[src/rtl/prim_gf_mac.sv]
// Digit-serial GF(2^Width) multiplier with a GHASH-style multiply-accumulate mode.
// Define PRIM_GF_MAC_SCRUB_EN to zero the datapath registers when a result is consumed.
module prim_gf_mac #(
    parameter int              Width          = 32,
    parameter int              StagesPerCycle = Width,
    parameter logic [Width-1:0] IPoly         = 32'h0000_008D
) (
    input  logic             clk_i,
    input  logic             rst_ni,
    input  logic             in_valid_i,
    output logic             in_ready_o,
    input  logic             mode_i,
    input  logic             clr_acc_i,
    input  logic [Width-1:0] operand_a_i,
    input  logic [Width-1:0] operand_b_i,
    output logic             out_valid_o,
    input  logic             out_ready_i,
    output logic [Width-1:0] prod_o,
    output logic [Width-1:0] acc_o
);

    localparam int Loops = Width / StagesPerCycle;
    localparam int CntW  = (Loops > 1) ? $clog2(Loops) : 1;
    localparam logic [CntW-1:0] LastCnt = CntW'(Loops - 1);

    if ((Width % StagesPerCycle) != 0 || (StagesPerCycle & (StagesPerCycle - 1)) != 0)
    begin : g_bad_cfg
        $error("prim_gf_mac: StagesPerCycle must be a power of two dividing Width");
    end

    typedef enum logic [1:0] {Idle, Busy, Done} state_e;

    state_e              state_reg;
    logic                in_ready_reg;
    logic                out_valid_reg;
    logic                mode_reg;
    logic [CntW-1:0]     cnt_reg;
    logic [Width-1:0]    shift_reg;
    logic [Width-1:0]    b_reg;
    logic [Width-1:0]    pp_reg;
    logic [Width-1:0]    prod_reg;
    logic [Width-1:0]    acc_reg;

    logic [Width-1:0]          acc_in;
    logic [Width-1:0]          a_eff;
    logic [StagesPerCycle-1:0] b_slice;
    logic [Width-1:0]          mul_chain [StagesPerCycle+1];
    logic [Width-1:0]          pp_chain  [StagesPerCycle+1];

    // A clear issued together with a MAC request means this block starts a fresh hash.
    assign acc_in  = clr_acc_i ? '0 : acc_reg;
    assign a_eff   = mode_i ? (acc_in ^ operand_a_i) : operand_a_i;
    assign b_slice = b_reg[cnt_reg*StagesPerCycle +: StagesPerCycle];

    assign mul_chain[0] = shift_reg;
    assign pp_chain[0]  = pp_reg;

    for (genvar gi = 0; gi < StagesPerCycle; gi++) begin : g_stage
        assign pp_chain[gi+1]  = pp_chain[gi] ^ (b_slice[gi] ? mul_chain[gi] : '0);
        // Multiply by x, folding the overflowing x^Width term back in via IPoly.
        assign mul_chain[gi+1] = {mul_chain[gi][Width-2:0], 1'b0}
                               ^ (mul_chain[gi][Width-1] ? IPoly : '0);
    end

    always_ff @(posedge clk_i or negedge rst_ni) begin
        if (!rst_ni) begin
            state_reg     <= Idle;
            in_ready_reg  <= 1'b1;
            out_valid_reg <= 1'b0;
            mode_reg      <= 1'b0;
            cnt_reg       <= '0;
            shift_reg     <= '0;
            b_reg         <= '0;
            pp_reg        <= '0;
            prod_reg      <= '0;
            acc_reg       <= '0;
        end else begin
            case (state_reg)
                Idle: begin
                    if (clr_acc_i) begin
                        acc_reg <= '0;
                    end
                    if (in_valid_i) begin
                        shift_reg    <= a_eff;
                        b_reg        <= operand_b_i;
                        mode_reg     <= mode_i;
                        pp_reg       <= '0;
                        cnt_reg      <= '0;
                        in_ready_reg <= 1'b0;
                        state_reg    <= Busy;
                    end
                end
                Busy: begin
                    shift_reg <= mul_chain[StagesPerCycle];
                    pp_reg    <= pp_chain[StagesPerCycle];
                    if (cnt_reg == LastCnt) begin
                        prod_reg      <= pp_chain[StagesPerCycle];
                        if (mode_reg) begin
                            acc_reg <= pp_chain[StagesPerCycle];
                        end
                        out_valid_reg <= 1'b1;
                        state_reg     <= Done;
                    end else begin
                        cnt_reg <= cnt_reg + 1'b1;
                    end
                end
                Done: begin
                    if (out_ready_i) begin
                        out_valid_reg <= 1'b0;
                        in_ready_reg  <= 1'b1;
                        state_reg     <= Idle;
`ifdef PRIM_GF_MAC_SCRUB_EN
                        shift_reg <= '0;
                        b_reg     <= '0;
                        pp_reg    <= '0;
                        prod_reg  <= '0;
`endif
                    end
                end
                default: begin
                    state_reg <= Idle;
                end
            endcase
        end
    end

    assign in_ready_o  = in_ready_reg;
    assign out_valid_o = out_valid_reg;
    assign prod_o      = prod_reg;
    assign acc_o       = acc_reg;

endmodule

[config.mk]
export PLATFORM = sky130hd
export DESIGN_NAME = prim_gf_mac
export DESIGN_NICKNAME = d
export VERILOG_FILES = /design/src/rtl/prim_gf_mac.sv
export SDC_FILE = /design/constraint.sdc
export NUM_CORES = 1
export LEC_CHECK = 0
export CORE_ASPECT_RATIO = 1.2
export CORE_MARGIN = 2
export CORE_UTILIZATION = 30
export CTS_BUF_LIST = sky130_fd_sc_hd__clkbuf_8
export DETAILED_ROUTE_END_ITERATION = 6
export MAX_ROUTING_LAYER = met4
export SLEW_MARGIN = 10
export SYNTH_ARGS = -nofsm -noshare
export SYNTH_HDL_FRONTEND = slang
export SYNTH_SLANG_ARGS = --single-unit
[constraint.sdc]
create_clock -name clk_i -period 3.5 [get_ports clk_i]
set_input_delay 0.7 -clock clk_i [delete_from_list [all_inputs] [get_ports clk_i]]
set_output_delay 0.7 -clock clk_i [all_outputs]
set_load 0.005 [all_outputs]
# == Word-level counts from Yosys, hierarchy flattened ==
# Cells that the tools add are included.
# classes
add_sub_neg,1
eq_ne,6
shifts,1
n_mux,85
bitwise_logic,66
n_reduce_logical,11
# op_table
cell,count
32-bit 2-to-1 mux,38
32-bit bitwise XOR,33
32-bit by 8-bit bitwise XOR with 32-bit output,32
8-bit 2-to-1 mux,32
32-bit case mux with 2 select lines,3
32-bit by 7-bit indexed part select with 32-bit output,1
3-bit AND reduction,4
"2-bit inequality test, second input constant",4
2-bit 2-to-1 mux,3
1-bit case mux with 2 select lines,3
2-bit case mux with 3 select lines,1
2-bit AND reduction,3
2-bit nonzero test,3
1-bit 2-to-1 mux,5
"2-bit by 1-bit equality test with 1-bit output, second input constant",1
"2-bit equality test, second input constant",1
2-bit zero test,1
"1-bit adder, second input constant",1
1-bit NOT,1
# totals
ff_bits,166
inputBits,70
elab_cells,180

# == Depth between registers and ports, before layout ==
# Gate-level depths: netlist of run 1.
# logic_depth
depth_word,67
ltp_mapped,12
depth_no_buf,8

# == Worst setup path before layout of run 1 ==
# No wires, ideal clock.
# synth_timing
kind,register to register
start,register shift_reg[22]
end,"register acc_reg[7], in the netlist acc_o[7]"
setup_ps,129
arrival_time_ps,2822
required_time_ps,3371
slack_ps,549
stages_incl_launch_ff,10
synth_period_minus_slack_ps,2951
path_cell_list,dfrtp_1 > buf_4 > xor3_2 > xor2_2 > nand2_1 > xnor3_1 > xnor3_1 > xnor3_1 > xnor3_1 > o21ai_1
# synth_between
elab_chain_len,37
elab_cells_between_ends,47
cone_classes,8 x mux; 39 x bitwise
# synth_rtl
element,line_no,rtl
"start, declared",38,logic [Width-1:0] shift_reg;
"start signal, assigned",94,shift_reg <= mul_chain[StagesPerCycle];
32-bit by 8-bit bitwise XOR with 32-bit output (*) (9 in series),62,^ (mul_chain[gi][Width-1] ? IPoly : '0);
8-bit 2-to-1 mux (*),62,
32-bit by 8-bit bitwise XOR with 32-bit output (*),62,
32-bit 2-to-1 mux / 32-bit by 8-bit bitwise XOR with 32-bit output (equally long branches),"59, 62",
32-bit bitwise XOR / 32-bit by 8-bit bitwise XOR with 32-bit output (equally long branches) (3 in series),"59, 62",
"32-bit bitwise XOR, or another cell as far along (2 in series)",59,assign pp_chain[gi+1] = pp_chain[gi] ^ (b_slice[gi] ? mul_chain[gi] : '0);
32-bit bitwise XOR / 32-bit by 8-bit bitwise XOR with 32-bit output (equally long branches),"59, 62",
32-bit bitwise XOR / 32-bit 2-to-1 mux (equally long branches),59,
32-bit bitwise XOR (*) (15 in series),59,
32-bit 2-to-1 mux (*),98,if (mode_reg) begin
32-bit 2-to-1 mux (*),96,if (cnt_reg == LastCnt) begin
32-bit case mux with 2 select lines (*),78,case (state_reg)
"end signal, assigned",99,acc_reg <= pp_chain[StagesPerCycle];
"end, declared",42,logic [Width-1:0] acc_reg;
# Mark *: on every way between the ends. The rest lies on a longest branch, timed or not. The select of a mux whose other input is x is not followed.
# A chain may end at the register's enable or synchronous reset.

# == Worst setup path after layout of run 1 ==
# layout_timing
start,register shift_reg[10]
end,register pp_reg[2]
# layout_between
elab_chain_len,35
elab_cells_between_ends,38
cone_classes,4 x mux; 34 x bitwise
# layout_rtl
element,line_no,rtl
32-bit by 8-bit bitwise XOR with 32-bit output (*) (21 in series),62,
8-bit 2-to-1 mux (*),62,
32-bit by 8-bit bitwise XOR with 32-bit output (*),62,
32-bit 2-to-1 mux / 32-bit by 8-bit bitwise XOR with 32-bit output (equally long branches),"59, 62",
32-bit bitwise XOR / 32-bit by 8-bit bitwise XOR with 32-bit output (equally long branches),"59, 62",
32-bit bitwise XOR / 32-bit 2-to-1 mux (equally long branches),59,
32-bit bitwise XOR (*) (8 in series),59,
32-bit case mux with 2 select lines (*),78,
"end signal, assigned",95,pp_reg <= pp_chain[StagesPerCycle];
"end, declared",40,logic [Width-1:0] pp_reg;
# Mark *: on every way between the ends. The rest lies on a longest branch, timed or not.

==> run_summary.xml, run 1 <==
<?xml version="1.0" encoding="UTF-8"?>
<metrics>
  <group name="critical_path">
    <metric name="cp.buffers_inverters" unit="">2</metric>
    <metric name="critPathKind" unit="">flop to flop</metric>
    <metric name="reg2reg_from" unit="">shift_reg[10]$_DFFE_PN0P_</metric>
    <metric name="critical-path-top-delay-family" unit="">XOR/XNOR gates</metric>
    <metric name="critPathCaptureType" unit="">flop</metric>
    <metric name="path_cells" unit="">buf_4 -&gt; xor2_1 -&gt; a21oi_1 -&gt; a2111oi_0 -&gt; xnor2_1 -&gt; xnor2_1 -&gt; xnor3_1 -&gt; xnor2_1 -&gt; buf_4 -&gt; o21ai_1</metric>
    <metric name="critPathSlowestCell" unit="">dfrtp_1</metric>
    <metric name="path_common_cell" unit="">xnor2_1</metric>
    <metric name="worstPathMaxFanout" unit="">21</metric>
    <metric name="critPathRequiredTime" unit="ns">3.92</metric>
    <metric name="startpoint_type" unit="">flop</metric>
    <metric name="critical-path-max-stage-delay" unit="ns">0.53</metric>
    <metric name="crit_path_start" unit="">shift_reg[10]$_DFFE_PN0P_</metric>
    <metric name="crit_arrival" unit="ns">3.84</metric>
  </group>
  <group name="detailed_routing">
    <metric name="routed-wl-met3" unit="mm">8.32</metric>
    <metric name="detail_route.drc_violations" unit="">0</metric>
    <metric name="route.top_layer_used" unit="">met4</metric>
    <metric name="route.layer.met1.wl" unit="mm">36.8</metric>
    <metric name="post_drt_via_cell_ratio" unit="">5.11</metric>
    <metric name="drt.antenna.violating_nets" unit="">0</metric>
    <metric name="postRouteWirelength" unit="mm">93.4</metric>
    <metric name="via_count" unit="">20700</metric>
    <metric name="length_of_the_first_detailed_routing_pass_in_iterations" unit="">5</metric>
    <metric name="detailedRoute.firstIterationViolations" unit="">2281</metric>
    <metric name="met2_wirelength" unit="mm">42.3</metric>
    <metric name="wl_per_cell" unit="µm">23.1</metric>
  </group>
  <group name="placed_design">
    <metric name="placed_wire_length_estimate" unit="mm">66.9</metric>
    <metric name="place.gp.congestion" unit="">0.982</metric>
    <metric name="port-buffer-count" unit="">135</metric>
  </group>
  <group name="sta">
    <metric name="final.setup.tns" unit="ns">0</metric>
    <metric name="worst_slew_pin_slew" unit="ns">0.945</metric>
    <metric name="setup_violations" unit="">0</metric>
    <metric name="grt_setup_unrepaired" unit="">false</metric>
    <metric name="hold_viol" unit="">0</metric>
    <metric name="hold_ws" unit="ns">0.117</metric>
    <metric name="finalClockSkew" unit="ns">0.0234</metric>
    <metric name="timing.final.max_slew_violations" unit="">0</metric>
    <metric name="timing.final.crit_period" unit="ns">3.42</metric>
    <metric name="timing.fmax" unit="GHz">0.293</metric>
    <metric name="slew_headroom" unit="%">37.0</metric>
    <metric name="period_share" unit="%">97.7</metric>
  </group>
  <group name="yosys">
    <metric name="synthCells" unit="">2932</metric>
    <metric name="synth_enable_flop_cells" unit="">0</metric>
    <metric name="postSynth.asyncResetShare" unit="%">100</metric>
    <metric name="synth_top_cell_area_share" unit="%">23.5</metric>
    <metric name="synth.yosys.warnings" unit="">0</metric>
    <metric name="synth.avg_cell_area" unit="µm²">7.67</metric>
    <metric name="ys_top_cells_by_area" unit="">xnor2_1 23%, nand2_1 19%, dfrtp_1 18%, xnor3_1 11%, xor2_1 11%</metric>
    <metric name="ys_dominant_reg_cell" unit="">dfrtp_1</metric>
    <metric name="synth_cell_types" unit="">39</metric>
    <metric name="cell_taking_the_most_area_after_synthesis" unit="">xnor2_1</metric>
    <metric name="synthesized_net_count" unit="">3002</metric>
    <metric name="netlist_area" unit="mm²">0.0225</metric>
    <metric name="yosys_register_bits" unit="">165</metric>
    <metric name="synth.yosys.seq_area_share" unit="%">18.4</metric>
  </group>
  <group name="global_routing">
    <metric name="grt_pass1_vias" unit="">20100</metric>
    <metric name="grt_antenna_before_repair" unit="">1</metric>
    <metric name="pin_count_of_the_biggest_net_entering_global_routing" unit="">76</metric>
    <metric name="grt_pass1_wl" unit="mm">138</metric>
    <metric name="gr-usage-all-layers" unit="%">25.0</metric>
    <metric name="global_route.overflow_total" unit="">0</metric>
  </group>
  <group name="cells_and_area">
    <metric name="final_layout_size_suffix_gt1_share" unit="%">9.68</metric>
    <metric name="layout_overhead_on_the_synthesized_area" unit="%">17.7</metric>
    <metric name="layout.nets" unit="">3095</metric>
  </group>
  <group name="cts">
    <metric name="tritoncts" unit="">built</metric>
    <metric name="clock-sinks" unit="">165</metric>
    <metric name="clk-insertion-delay-late" unit="ns">0.56</metric>
    <metric name="cts.clk_slew.worst_paths" unit="ns">0.13</metric>
    <metric name="cts-buffers-inserted" unit="">17</metric>
    <metric name="clk_root_buffer_cell" unit="">clkbuf_8</metric>
    <metric name="ctsLongestPathBuffers" unit="">2</metric>
    <metric name="post_cts.resized_instances" unit="">0</metric>
    <metric name="buffers_inserted_by_post_cts_timing_repair" unit="">0</metric>
    <metric name="htree_num_levels" unit="">4</metric>
    <metric name="post_cts_hold_buffer_count" unit="">0</metric>
  </group>
  <group name="floorplan">
    <metric name="die_area" unit="mm²">0.0772</metric>
    <metric name="initial_utilization" unit="%">30.2</metric>
    <metric name="row_count" unit="">110</metric>
    <metric name="chipHeight" unit="µm">304</metric>
    <metric name="top_level_ports" unit="">136</metric>
    <metric name="die_w" unit="µm">254</metric>
    <metric name="core_area" unit="mm²">0.0746</metric>
  </group>
  <group name="worst_hold_path">
    <metric name="worst_hold_path_type" unit="">primary input to async pin</metric>
  </group>
  <group name="job">
    <metric name="cap_viol_max_count" unit="">0</metric>
  </group>
  <group name="status">
    <metric name="outcome" unit="">completed</metric>
  </group>
</metrics>
-- cells in the final DEF (no fill, tap or decap), types with 31 or more instances in the layout --
cell	synthesis	final
nand2_1	1168	1168
xnor2_1	603	601
xor2_1	278	269
buf_4	4	171
dfrtp_1	164	164
clkdlybuf4s50_1	0	134
xnor3_1	110	110
o21ai_1	52	51
o21ai_0	49	49
a21oi_1	37	37
mux2_2	31	31
-- stage by stage --
step,area (µm²),setup WS (ns),std cells,util (%)
2_1_floorplan,22500,0.549,2932,-
3_3_place_gp,26100,0.195,4014,34.9
3_5_place_dp,26100,0.183,4014,34.9
4_1_cts,26500,0.139,4046,35.5
5_1_grt,26500,0.00712,4047,35.5
6_report,26500,0.0820,4047,35.5
-- Yosys cell counts (2+ instances only) --
cell type	count
nand2b_1	13
nand3_1	8
xnor2_1	603
xnor2_2	2
a22o_1	5
nor2_1	32
nor3_1	6
buf_2	43
a21oi_1	37
clkbuf_1	158
nor4bb_1	3
nor2b_1	2
o21bai_1	2
a21o_1	19
o221ai_1	2
a2111oi_0	4
inv_1	11
xor3_2	3
o21ai_1	52
xor2_2	4
xor2_1	278
buf_1	56
a22oi_1	13
dfrtp_1	164
buf_4	4
mux2_2	31
mux2i_1	14
o21ai_0	49
or2_2	3
xnor3_1	110
nand2_1	1168
xor3_1	26
-- layer usage --
layer / track usage, % / vias to the layer above
met5: - / -
met4: 14.3 / 0
met3: 3.71 / 368
met2: 38.0 / 1255
met1: 31.7 / 9851
li1: - / 9189
-- logic make-up after synthesis --
logic type      share of synthesized area, %
compound gates                          4.74
simple gates                            21.1
flops                                   18.4
buf+inv                                 4.84
xor+xnor                                48.8
mux                                     2.17
-- area by class of cell --
class | count | area, µm²
tap | 1008 | 1260
fill | 7853 | 48100
multi-input combinational | 2495 | 17400
clock buffer | 17 | 234
sequential | 165 | 4130
timing repair buffer | 335 | 3220
clock inverter | 15 | 196
inverter | 11 | 41.3
antenna | 1 | 2.50
-- final timing paths --
check / endpoint / slack (ns) / depth (start not counted)
max in group asynchronous: shift_reg[9]$_DFFE_PN0P_ / 2.57 / 2
hold reg to reg: prod_o[25]$_DFFE_PN0P_ / 0.49 / 1
hold / removal: acc_o[28]$_DFFE_PN0P_ / 0.12 / 1
min in group clk_i: prod_o[25]$_DFFE_PN0P_ / 0.49 / 1
setup reg to reg: pp_reg[2]$_DFFE_PN0P_ / 0.08 / 10
setup / recovery: pp_reg[2]$_DFFE_PN0P_ / 0.08 / 10
Power of run 1 is not shown: default switching activity piles up to over one toggle a cycle in this logic, so the estimate is an artifact.
==> run 2: changes to the inputs <==
--- a/config.mk
+++ b/config.mk
@@ -10,7 +10,9 @@
 export CORE_UTILIZATION = 30
 export CTS_BUF_LIST = sky130_fd_sc_hd__clkbuf_8
 export DETAILED_ROUTE_END_ITERATION = 6
+export GPL_TIMING_DRIVEN = 0
 export MAX_ROUTING_LAYER = met4
+export SETUP_SLACK_MARGIN = 0.05
 export SLEW_MARGIN = 10
 export SYNTH_ARGS = -nofsm -noshare
 export SYNTH_HDL_FRONTEND = slang
==> run_summary.xml, run 2 (synthesis gave the netlist of run 1 again) <==
<?xml version="1.0" encoding="UTF-8"?>
<metrics>
  <group name="cells_and_area">
    <metric name="final_layout_size_suffix_gt1_share" unit="%">14.7</metric>
    <metric name="layout_overhead_on_the_synthesized_area" unit="%">22.7</metric>
    <metric name="post_layout_nonfiller_instances" unit="">4154</metric>
    <metric name="fillerInstances" unit="">7980</metric>
    <metric name="most_frequent_cells_in_the_layout" unit="">1163 x nand2_1, 572 x xnor2_1, 255 x xor2_1</metric>
    <metric name="layout.nets" unit="">3195</metric>
    <metric name="final_common_cell" unit="">nand2_1</metric>
    <metric name="utilization" unit="%">37.0</metric>
  </group>
  <group name="placed_design">
    <metric name="port-buffer-count" unit="">135</metric>
    <metric name="placed_wire_length_estimate" unit="mm">96.9</metric>
    <metric name="place.gp.congestion" unit="">1.05</metric>
    <metric name="dp_cells" unit="">4077</metric>
  </group>
  <group name="critical_path">
    <metric name="startpoint_type" unit="">flop</metric>
    <metric name="critPathCaptureType" unit="">flop</metric>
    <metric name="worstPathMaxFanout" unit="">10</metric>
    <metric name="critPathKind" unit="">flop to flop</metric>
    <metric name="critPathRequiredTime" unit="ns">4.02</metric>
    <metric name="crit_arrival" unit="ns">4.10</metric>
  </group>
  <group name="detailed_routing">
    <metric name="length_of_the_first_detailed_routing_pass_in_iterations" unit="">6</metric>
    <metric name="detail_route.drc_violations" unit="">0</metric>
    <metric name="wl_per_cell" unit="µm">31.9</metric>
    <metric name="postRouteWirelength" unit="mm">133</metric>
    <metric name="post_drt_via_cell_ratio" unit="">5.44</metric>
    <metric name="drt.antenna.violating_nets" unit="">0</metric>
    <metric name="via_count" unit="">22600</metric>
    <metric name="detailedRoute.firstIterationViolations" unit="">3219</metric>
  </group>
  <group name="global_routing">
    <metric name="grt_pass1_vias" unit="">21300</metric>
    <metric name="pin_count_of_the_biggest_net_entering_global_routing" unit="">70</metric>
    <metric name="grt_antenna_before_repair" unit="">7</metric>
    <metric name="grt_pass1_wl" unit="mm">181</metric>
    <metric name="global_route.overflow_total" unit="">0</metric>
    <metric name="gr-usage-all-layers" unit="%">35.4</metric>
  </group>
  <group name="cts">
    <metric name="ctsLongestPathBuffers" unit="">2</metric>
    <metric name="clk_root_buffer_cell" unit="">clkbuf_8</metric>
    <metric name="tritoncts" unit="">built</metric>
    <metric name="cts-buffers-inserted" unit="">17</metric>
    <metric name="clk-insertion-delay-late" unit="ns">0.61</metric>
    <metric name="cts.clk_slew.worst_paths" unit="ns">0.13</metric>
    <metric name="htree_num_levels" unit="">4</metric>
    <metric name="clock-sinks" unit="">165</metric>
  </group>
  <group name="floorplan">
    <metric name="top_level_ports" unit="">136</metric>
    <metric name="core_area" unit="mm²">0.0746</metric>
    <metric name="chipHeight" unit="µm">304</metric>
    <metric name="die_w" unit="µm">254</metric>
    <metric name="initial_utilization" unit="%">30.2</metric>
    <metric name="row_count" unit="">110</metric>
    <metric name="die_area" unit="mm²">0.0772</metric>
  </group>
  <group name="sta">
    <metric name="period_share" unit="%">102</metric>
    <metric name="timing.final.max_slew_violations" unit="">0</metric>
    <metric name="setup_violations" unit="">2</metric>
    <metric name="worst_path_setup_slack_after_routing" unit="ns">-0.0859</metric>
    <metric name="finalClockSkew" unit="ns">0.0482</metric>
    <metric name="final.setup.tns" unit="ns">-0.100</metric>
    <metric name="hold_viol" unit="">0</metric>
    <metric name="worst_slew_pin_slew" unit="ns">1.17</metric>
    <metric name="grt_setup_unrepaired" unit="">true</metric>
    <metric name="timing.final.crit_period" unit="ns">3.59</metric>
    <metric name="slew_headroom" unit="%">21.6</metric>
    <metric name="timing.fmax" unit="GHz">0.279</metric>
  </group>
  <group name="status">
    <metric name="violations" unit="">negative setup slack</metric>
    <metric name="outcome" unit="">complete, but fails checks</metric>
  </group>
  <group name="job">
    <metric name="cap_viol_max_count" unit="">0</metric>
  </group>
  <group name="worst_hold_path">
    <metric name="worst_hold_path_type" unit="">flop to flop</metric>
  </group>
</metrics>
==> run 2: final timing paths <==
kind                                        startpoint                         to  slack, ns  depth (start not counted)
min in group asynchronous                       rst_ni     prod_o[30]$_DFFE_PN0P_       0.57                          2
worst max-delay path             b_reg[27]$_DFFE_PN0P_       acc_o[1]$_DFFE_PN0P_      -0.09                          9
max in group asynchronous                       rst_ni  shift_reg[17]$_DFFE_PN0P_       1.84                          4
worst min-delay path            prod_o[30]$_DFFE_PN0P_     prod_o[30]$_DFFE_PN0P_       0.49                          1
worst min register to register  prod_o[30]$_DFFE_PN0P_     prod_o[30]$_DFFE_PN0P_       0.49                          1
worst max register to register   b_reg[27]$_DFFE_PN0P_       acc_o[1]$_DFFE_PN0P_      -0.09                          9
==> run 2: through the flow <==
| stage | setup slack, ns | hold slack [ns] | cell area [µm²] |
|---|---|---|---|
| global route | 0.0226 | 0.518 | 27600 |
| CTS | 0.0539 | 0.499 | 27300 |
| floorplan | 0.549 | 0.404 | 22500 |
| detailed placement | -2.11 | 0.469 | 25200 |
| finish | -0.0859 | 0.493 | 27600 |
| global placement | -5.73 | 0.465 | 25100 |
==> run 2: per-layer routing <==
metal,global-route usage (%),up-vias,wire (µm)
met4,24.4,0,11900
met2,50.4,1731,55700
li1,-,9404,-
met5,-,-,0
met3,9.25,501,15700
met1,43.5,11000,49500
==> run 2: repair_timing <==
| action | 4_1_cts | 5_1_grt |
|---|---|---|
| hold endpoints to repair | 36 | 0 |
| endpoints found under the setup margin | 111 | 81 |
| hold buffers | 1 | 0 |
| setup buffers | 42 | 10 |
| pin swaps | 30 | 16 |
| gates resized for setup | 459 | 96 |
==> run 2: cell type report <==
type | count | area [µm²] | share of cell area (%)
buffer | 245 | 1670 | 6.03
tap | 1008 | 1260 | 4.57
inverter | 11 | 41.3 | 0.150
clock buffer | 17 | 234 | 0.848
timing repair buffer | 190 | 1900 | 6.88
multi-input combinational | 2495 | 18100 | 65.6
clock inverter | 15 | 220 | 0.798
antenna | 8 | 20.0 | 0.0725
sequential | 165 | 4160 | 15.1
==> run 2: critical path, cell delays in order, from the launching register on <==
cell and delay (ns):
dfrtp_1 0.63, clkbuf_2 0.44, clkbuf_1 0.67, nand2_1 0.14
xnor2_1 0.18, xnor2_1 0.30, xnor3_1 0.32, xnor2_2 0.28
nand2_2 0.26, o21ai_0 0.28
Power of run 2 is left out for the same reason.
